===== src/rtl/uart_tx_fifo_port.sv =====
// uart_tx_fifo_port: bus-fed byte FIFO serialised as 8N1 on TXD with polled status word (CLK/RESET sync active-high; UART_TX_WE/WD in, UART_TX_RD status out, TXD serial out)
module uart_tx_fifo_port #(
  parameter int CLK_DIV    = 434,
  parameter int DEPTH_LOG2 = 4
) (
  input  logic        CLK,
  input  logic        RESET,
  input  logic        UART_TX_WE,
  input  logic [31:0] UART_TX_WD,
  output logic [31:0] UART_TX_RD,
  output logic        TXD
);
  localparam int DEPTH = 1 << DEPTH_LOG2;
  typedef enum logic [1:0] {IDLE, START, DATA, STOP} state_t;
  state_t state;
  logic [7:0] mem [DEPTH];
  logic [DEPTH_LOG2-1:0] rd_ptr, wr_ptr;
  logic [DEPTH_LOG2:0] count;
  logic ovf;
  logic [15:0] bcnt;
  logic [2:0] idx;
  logic [7:0] shift;
  logic bit_end, pop, push_req, push, full, empty, unused_wd;
  assign full = count == (DEPTH_LOG2+1)'(DEPTH);
  assign empty = count == '0;
  assign bit_end = bcnt == 16'(CLK_DIV - 1);
  assign pop = !empty && (state == IDLE || (state == STOP && bit_end));
  assign push_req = UART_TX_WE && !UART_TX_WD[8];
  assign push = push_req && (!full || pop);
  assign unused_wd = ^UART_TX_WD[31:10];
  assign UART_TX_RD = {16'd0, 8'(count), 5'd0, ovf, full, !empty || state != IDLE};
  always_ff @(posedge CLK)
    if (push) mem[wr_ptr] <= UART_TX_WD[7:0];
  always_ff @(posedge CLK) begin
    if (RESET) begin
      rd_ptr <= '0;
      wr_ptr <= '0;
      count  <= '0;
      ovf    <= 1'b0;
    end else begin
      if (push) wr_ptr <= wr_ptr + 1'b1;
      if (pop) rd_ptr <= rd_ptr + 1'b1;
      count <= count + (DEPTH_LOG2+1)'(push) - (DEPTH_LOG2+1)'(pop);
      if (push_req && full && !pop) ovf <= 1'b1;
      else if (UART_TX_WE && UART_TX_WD[8] && UART_TX_WD[9]) ovf <= 1'b0;
    end
  end
  always_ff @(posedge CLK) begin
    if (RESET) begin
      state <= IDLE;
      TXD   <= 1'b1;
      bcnt  <= '0;
      idx   <= '0;
      shift <= '0;
    end else begin
      case (state)
        IDLE: if (pop) begin
          shift <= mem[rd_ptr];
          bcnt  <= '0;
          state <= START;
          TXD   <= 1'b0;
        end
        START: if (bit_end) begin
          bcnt  <= '0;
          idx   <= '0;
          state <= DATA;
          TXD   <= shift[0];
        end else bcnt <= bcnt + 16'd1;
        DATA: if (bit_end) begin
          bcnt <= '0;
          if (idx == 3'd7) begin
            state <= STOP;
            TXD   <= 1'b1;
          end else begin
            shift <= shift >> 1;
            idx   <= idx + 3'd1;
            TXD   <= shift[1];
          end
        end else bcnt <= bcnt + 16'd1;
        default: if (bit_end) begin
          bcnt <= '0;
          if (pop) begin
            shift <= mem[rd_ptr];
            state <= START;
            TXD   <= 1'b0;
          end else state <= IDLE;
        end else bcnt <= bcnt + 16'd1;
      endcase
    end
  end
endmodule

===== config.mk =====
export PLATFORM = sky130hd
export DESIGN_NAME = uart_tx_fifo_port
export DESIGN_NICKNAME = d
export VERILOG_FILES = /design/src/rtl/uart_tx_fifo_port.sv
export SDC_FILE = /design/constraint.sdc
export NUM_CORES = 1
export LEC_CHECK = 0
export CAP_MARGIN = 10
export CELL_PAD_IN_SITES_DETAIL_PLACEMENT = 0
export CELL_PAD_IN_SITES_GLOBAL_PLACEMENT = 1
export CORE_MARGIN = 4
export CORE_UTILIZATION = 35
export DETAILED_ROUTE_END_ITERATION = 6
export DONT_BUFFER_PORTS = 1
export PLACE_DENSITY = 0.56
export REMOVE_ABC_BUFFERS = 1
export SKIP_CTS_REPAIR_TIMING = 1
export SKIP_LAST_GASP = 1
export SYNTH_ARGS = -nofsm -noshare
export SYNTH_HDL_FRONTEND = slang
export SYNTH_SLANG_ARGS = --single-unit
export TNS_END_PERCENT = 1

===== constraint.sdc =====
create_clock -name CLK -period 3.9 [get_ports CLK]
set_input_delay 0.585 -clock CLK [delete_from_list [all_inputs] [get_ports CLK]]
set_output_delay 0.585 -clock CLK [all_outputs]
set_load 0.1 [all_outputs]

# Yosys cells after proc, flatten, opt, wreduce, memory -nomap -nowiden
# Memory sizes are Yosys's and may differ from the RTL's. A register that Yosys moved wholly into a read port is not among the register bits.
# Index checks and enable logic that the tools add are counted.
word_totals:
  elab_cells: 84
  memories: 1
  ram_bits: 128
  input_bits: 35
  reg_bits: 44
classes:
  n_bitwise: 1
  muxes: 31
  n_reduce_logical: 25
  n_addsub: 6
  eq_ne: 11
mem_list:
  columns: ["memory", "depth", "width", "read_ports", "rd_clocked_by_memory_dff", "write_ports", "line_no", "text"]
  rows:
  - ["mem", 16, 8, 1, 1, 1, "16", "logic [7:0] mem [DEPTH];"]
ops:
  columns: ["operator", "count"]
  rows:
  - ["$mux W16", 3]
  - ["$mux W8", 4]
  - ["$pmux W8 S3", 1]
  - ["$add A16 B1 Y16 const B", 1]
  - ["$eq A16 B9 Y1 const B", 1]
  - ["$mux W1", 10]
  - ["$mux W2", 5]
  - ["$ne A2 B2 Y1 const B", 5]
  - ["$mux W3", 3]
  - ["$add A4 B1 Y4 const B", 2]
  - ["$logic_and A1 B1 Y1", 8]
  - ["$mux W4", 2]
  - ["$reduce_and A4 Y1", 2]
  - ["$reduce_bool A2 Y1", 4]
  - ["$pmux W2 S3", 1]
  - ["$pmux W3 S2", 1]
  - ["$add A5 B1 Y5", 1]
  - ["$eq A5 B5 Y1 const B", 1]
  - ["$logic_not A5 Y1", 1]
  - ["$reduce_and A5 Y1", 1]
  - ["$sub A5 B1 Y5", 1]
  - ["$eq A2 B2 Y1 const B", 2]
  - ["$logic_not A1 Y1", 4]
  - ["$add A3 B1 Y3 const B", 1]
  - ["7 further kinds", 9]

# Depth between registers and ports, before layout
depth:
  word_depth: 8
  depth_mapped: 16
  depth_no_buf: 15

# Least setup slack after synthesis
# Ideal clock, no wire load.
synth_timing:
  kind: "register to register"
  startpoint: "reg count[2]"
  endpoint: "reg count[4]"
  arrival_ns: 3.162
  path_buffers: 1
  slack_ns: 0.606
  stages_incl_launch_ff: 15
  cell_sequence: "dfxtp_1 -> inv_1 -> ha_1 -> nor4b_1 -> clkbuf_1 -> or3_1 -> o21ai_0 -> ha_1 -> inv_1 -> fa_1 -> inv_1 -> a21oi_1 -> nor2_1 -> or3_1 -> a21oi_1"
synth_via:
  elab_chain_len: 7
  word_cells_on_any_way: 9
  cone_classes: "2 x add/sub; 1 x eq/ne; 6 x reduce/logical"
synth_rtl:
  columns: ["element", "line_no", "text"]
  rows:
  - ["from (decl)", "18", "logic [DEPTH_LOG2:0] count;"]
  - ["from (signal assigned)", "43", "count <= count + (DEPTH_LOG2+1)'(push) - (DEPTH_LOG2+1)'(pop);"]
  - ["$logic_not A5 Y1", "25", "assign empty = count == '0;"]
  - ["$logic_not A1 Y1", "27", "assign pop = !empty && (state == IDLE || (state == STOP && bit_end));"]
  - ["$logic_and A1 B1 Y1", "27", null]
  - ["$logic_or A1 B1 Y1", "29", "assign push = push_req && (!full || pop);"]
  - ["$logic_and A1 B1 Y1", "29", null]
  - ["$add A5 B1 Y5", "43", null]
  - ["$sub A5 B1 Y5 *", "43", null]
# Every way passes the cells marked *; elsewhere a longest branch is shown, timed or not.
# A chain may end at the register's enable or synchronous reset.

# Worst setup path in the final report
layout_timing:
  startpoint: "reg bcnt[0]"
  endpoint: "reg count[4]"
layout_via:
  elab_chain_len: 8
layout_rtl:
  columns: ["element", "line_no", "text"]
  rows:
  - ["from (decl)", "20", "logic [15:0] bcnt;"]
  - ["from (signal assigned)", "68", "end else bcnt <= bcnt + 16'd1;"]
  - ["from (signal assigned)", "79", "end else bcnt <= bcnt + 16'd1;"]
  - ["from (signal assigned)", "87", "end else bcnt <= bcnt + 16'd1;"]
  - ["$eq A16 B9 Y1 *", "26", "assign bit_end = bcnt == 16'(CLK_DIV - 1);"]
  - ["$logic_and A1 B1 Y1 *", "27", null]
  - ["$logic_or A1 B1 Y1 *", "27", null]
  - ["$logic_and A1 B1 Y1 *", "27", null]
  - ["$logic_or A1 B1 Y1", "29", null]
  - ["$logic_and A1 B1 Y1", "29", null]
  - ["$add A5 B1 Y5", "43", null]
  - ["$sub A5 B1 Y5 *", "43", null]
# Marked as above.

==> qor.tcl <==
set qor(outcome) {finished clean}
set qor(dpl_cell_area_um2) 8170
set qor(crit_type) {reg2reg}
set qor(cts_root_buf) {sky130_fd_sc_hd__clkbuf_16}
set qor(path_cells) {ha_1, nor4b_4, nand4_2, o21ai_1, nand2_1, o21ai_0, ha_1, inv_1, fa_1, inv_1, a21oi_1, nor2_1, or3_1, a21oi_1}
set qor(gp_congestion) 0.720
set qor(max_stage_delay_ns) 0.53
set qor(floorplan.initialDensity_pct) 35.7
set qor(yosysUniqueCellTypes) 70
set qor(skew_ns) 0.0157
set qor(syn-mean-instance-area_um2) 13.6
set qor(tritoncts_clock_tree) {yes}
set qor(synth-main-ff-cell) {sky130_fd_sc_hd__edfxtp_1}
set qor(cp_max_fo) 7
set qor(final-setup-viol-count) 0
set qor(vias_per_cell) 5.26
set qor(netlist_instances) 578
set qor(critical_path_end_type) {flip-flop}
set qor(ir_drop_uv) 345
set qor(rsz0062_at_grt) {false}
set qor(final_layout_size_suffix_gt1_share_pct) 16.5
set qor(ff2ff_path_depth) 14
set qor(first_iter_violations) 346
set qor(route.vias.total) 4663
set qor(fmax_mhz) 304
set qor(seq_area_frac_synth_pct) 61.3
set qor(layout.cells.most_common_list) {sky130_fd_sc_hd__edfxtp_1, sky130_fd_sc_hd__dfxtp_1, sky130_fd_sc_hd__nor2_1}
set qor(post_synth_edffs) 128
set qor(finalHoldWorstSlack_ns) 0.221
set qor(worst_r2r_endpoint) {count[4]}
set qor(power_per_cell_area_nw_per_um2) 676
set qor(worst_setup_hold_path_clk_slew_ns) 0.08
set qor(grt_util_all_layers_pct) 14.2
set qor(ctsHtreeMaxLevel) 4
set qor(cts_made_buffers) 17
set qor(design_area_um2) 8810
set qor(final_hold_violations) 0
set qor(buffer_ports.inserted) 0
set qor(first_pass_iters) 5
set qor(final-max-slew-violation-count) 0
set qor(worstHoldPathCells) 1
set qor(layout_commonest_cell) {sky130_fd_sc_hd__edfxtp_1}
set qor(wire_length_of_the_first_global_routing_pass_um) 26600
set qor(share_of_the_cycle_needed_by_the_critical_path_after_routing_pct) 84.4
set qor(mappedNetlistArea_um2) 7840
set qor(grt_start_max_net_pins) 44
set qor(total_leakage_power_nw) 2.91
set qor(ys_async_sr_fraction_pct) 0
set qor(worst-endpoint-arrival_ns) 3.61
set qor(antenna-diode-count) 0
set qor(timing.slew.headroom_pct) 35.4
set qor(filler_cell_count) 2042
set qor(antenna_violating_nets_left) 0
set qor(tightestPinTransition_ns) 0.967
set qor(grt_overflow_total) 0
set qor(worstPathRequired_ns) 4.22
set qor(fp.dieArea_um2) 24900
set qor(critical-path-slowest-cell) {sky130_fd_sc_hd__o21ai_1}
set qor(power.total_w) 0.00595
set qor(timing.final.crit_period_ns) 3.29
set qor(cts_sinks) 176
set qor(synthesis.yosys.warnings) 0
set qor(cpLargestDelayFamily) {simple AND/OR/NAND/NOR gates}
set qor(synth.ff_latch_count) 176
set qor(timing.final.ws_setup_ns) 0.607
set qor(clock_insertion_delay_worst_skew_ns) 0.43
set qor(num_rows) 54
set qor(hold_path_startpoint) {RESET}
set qor(floorplan.core_area_um2) 22000
set qor(timing.max_cap.violations) 0
set qor(die_height_um) 158
set qor(r2r_setup_slack_ns) 0.61
set qor(place_hpwl_um) 11300
set qor(route.detailed.wl_per_inst_um) 19.2
set qor(regToRegStartpoint) {bcnt[0]}
set qor(die_w_um) 158
set qor(cp-start-kind) {flip-flop}
set qor(area_growth_from_synthesis_to_final_layout_pct) 12.4
set qor(grt_antenna_before_repair) 0
set qor(cp_num_buf_inv) 2
set qor(grt_pass1_vias) 4639
set qor(post-route-drc-count) 0
set qor(clockBufferDepth) 2
set qor(finalWirelength_um) 17000
set qor(worst_hold_path_type) {in2reg}
set qor(whs_endpoint) {bcnt[5]}
set qor(num-nets-final) 647
set qor(place_worst_setup_slack_ns) 0.656
set qor(ios) 68
set qor(final_core_utilization_pct) 40.1
synth_stat cells (9+ instances only):
library cell,number,area (um^2)
sky130_fd_sc_hd__or3_1,9,56.3
sky130_fd_sc_hd__a21oi_1,32,160
sky130_fd_sc_hd__mux2i_1,31,310
sky130_fd_sc_hd__inv_1,16,60.1
sky130_fd_sc_hd__o21ai_0,20,100
sky130_fd_sc_hd__nor2b_1,9,56.3
sky130_fd_sc_hd__nand2_1,18,67.6
sky130_fd_sc_hd__dfxtp_1,48,961
sky130_fd_sc_hd__clkbuf_1,15,56.3
sky130_fd_sc_hd__ha_1,18,225
sky130_fd_sc_hd__buf_4,27,203
sky130_fd_sc_hd__nor2_1,35,131
sky130_fd_sc_hd__nand3_1,15,75.1
sky130_fd_sc_hd__mux4_2,18,405
sky130_fd_sc_hd__edfxtp_1,128,3840
where the power goes:
part	leakage (nW)	internal, W	switching, W
logic	1.05	0.000702	0.00115
registers	1.54	0.00210	0.000195
clock network	0.313	0.000993	0.000813
total	2.91	0.00380	0.00215
registers in the layout (all words and copies together) (netlist names), named ones only:
register,flops
state,2
count,5
TXD,1
shift,8
bcnt,16
wr_ptr,4
rd_ptr,4
ovf,1
idx,3
mem,128
cell families after synthesis:
kind of cell	after synthesis	share of synthesized area [%]
other	1	0.0478
buffers and inverters	74	5.24
and+or+nand+nor	135	9.93
AOI/OAI and AO/OA	115	10.0
xor gates and xnor gates	3	0.335
muxes	55	9.99
DFF	176	61.3
adders and majority gates	19	3.13
cell type report:
class | count | area [um^2] | area share, %
Multi-Input combinational cell | 351 | 2730 | 31.0
Timing Repair Buffer | 29 | 218 | 2.47
Clock inverter | 15 | 213 | 2.41
Tap cell | 280 | 350 | 3.98
Clock buffer | 17 | 425 | 4.83
Sequential cell | 176 | 4810 | 54.6
Inverter | 18 | 67.6 | 0.767
per-stage QoR:
stage	TNS (ns)	cells
3_5_place_dp	0	854
4_1_cts	0	886
6_report	0	886
2_1_floorplan	-161.76	545
5_1_grt	0	886
3_3_place_gp	0	854
worst register-to-register path, cell delays in order (launching register included):
cell and delay (ns):
sky130_fd_sc_hd__dfxtp_1 0.43, sky130_fd_sc_hd__ha_1 0.20, sky130_fd_sc_hd__nor4b_4 0.35, sky130_fd_sc_hd__nand4_2 0.22, sky130_fd_sc_hd__o21ai_1 0.53, sky130_fd_sc_hd__nand2_1 0.18
sky130_fd_sc_hd__o21ai_0 0.20, sky130_fd_sc_hd__ha_1 0.19, sky130_fd_sc_hd__inv_1 0.05, sky130_fd_sc_hd__fa_1 0.39, sky130_fd_sc_hd__inv_1 0.07, sky130_fd_sc_hd__a21oi_1 0.06
sky130_fd_sc_hd__nor2_1 0.13, sky130_fd_sc_hd__or3_1 0.12, sky130_fd_sc_hd__a21oi_1 0.06
how the worst max path moves through the flow:
stage                   from  endpoint  slack, ns  cells past startpoint
floorplan           count[3]  count[4]      -1.95                     15
global placement     bcnt[0]  count[4]       0.72                     14
detailed placement   bcnt[0]  count[4]       0.66                     14
CTS                  bcnt[0]  count[4]       0.61                     14
global route         bcnt[0]  count[4]       0.20                     14
finish               bcnt[0]  count[4]       0.61                     14
routing by layer:
metal  vias to the layer above  track usage, %  wire length [um]
met1                      2355            18.9              7720
li1                       2211               -                 -
met3                        14            2.79               622
met2                        83            23.6              8440
met4                         0            4.38               204
met5                         -               0                 0
Note: power is estimated with default switching activity, not from simulation.
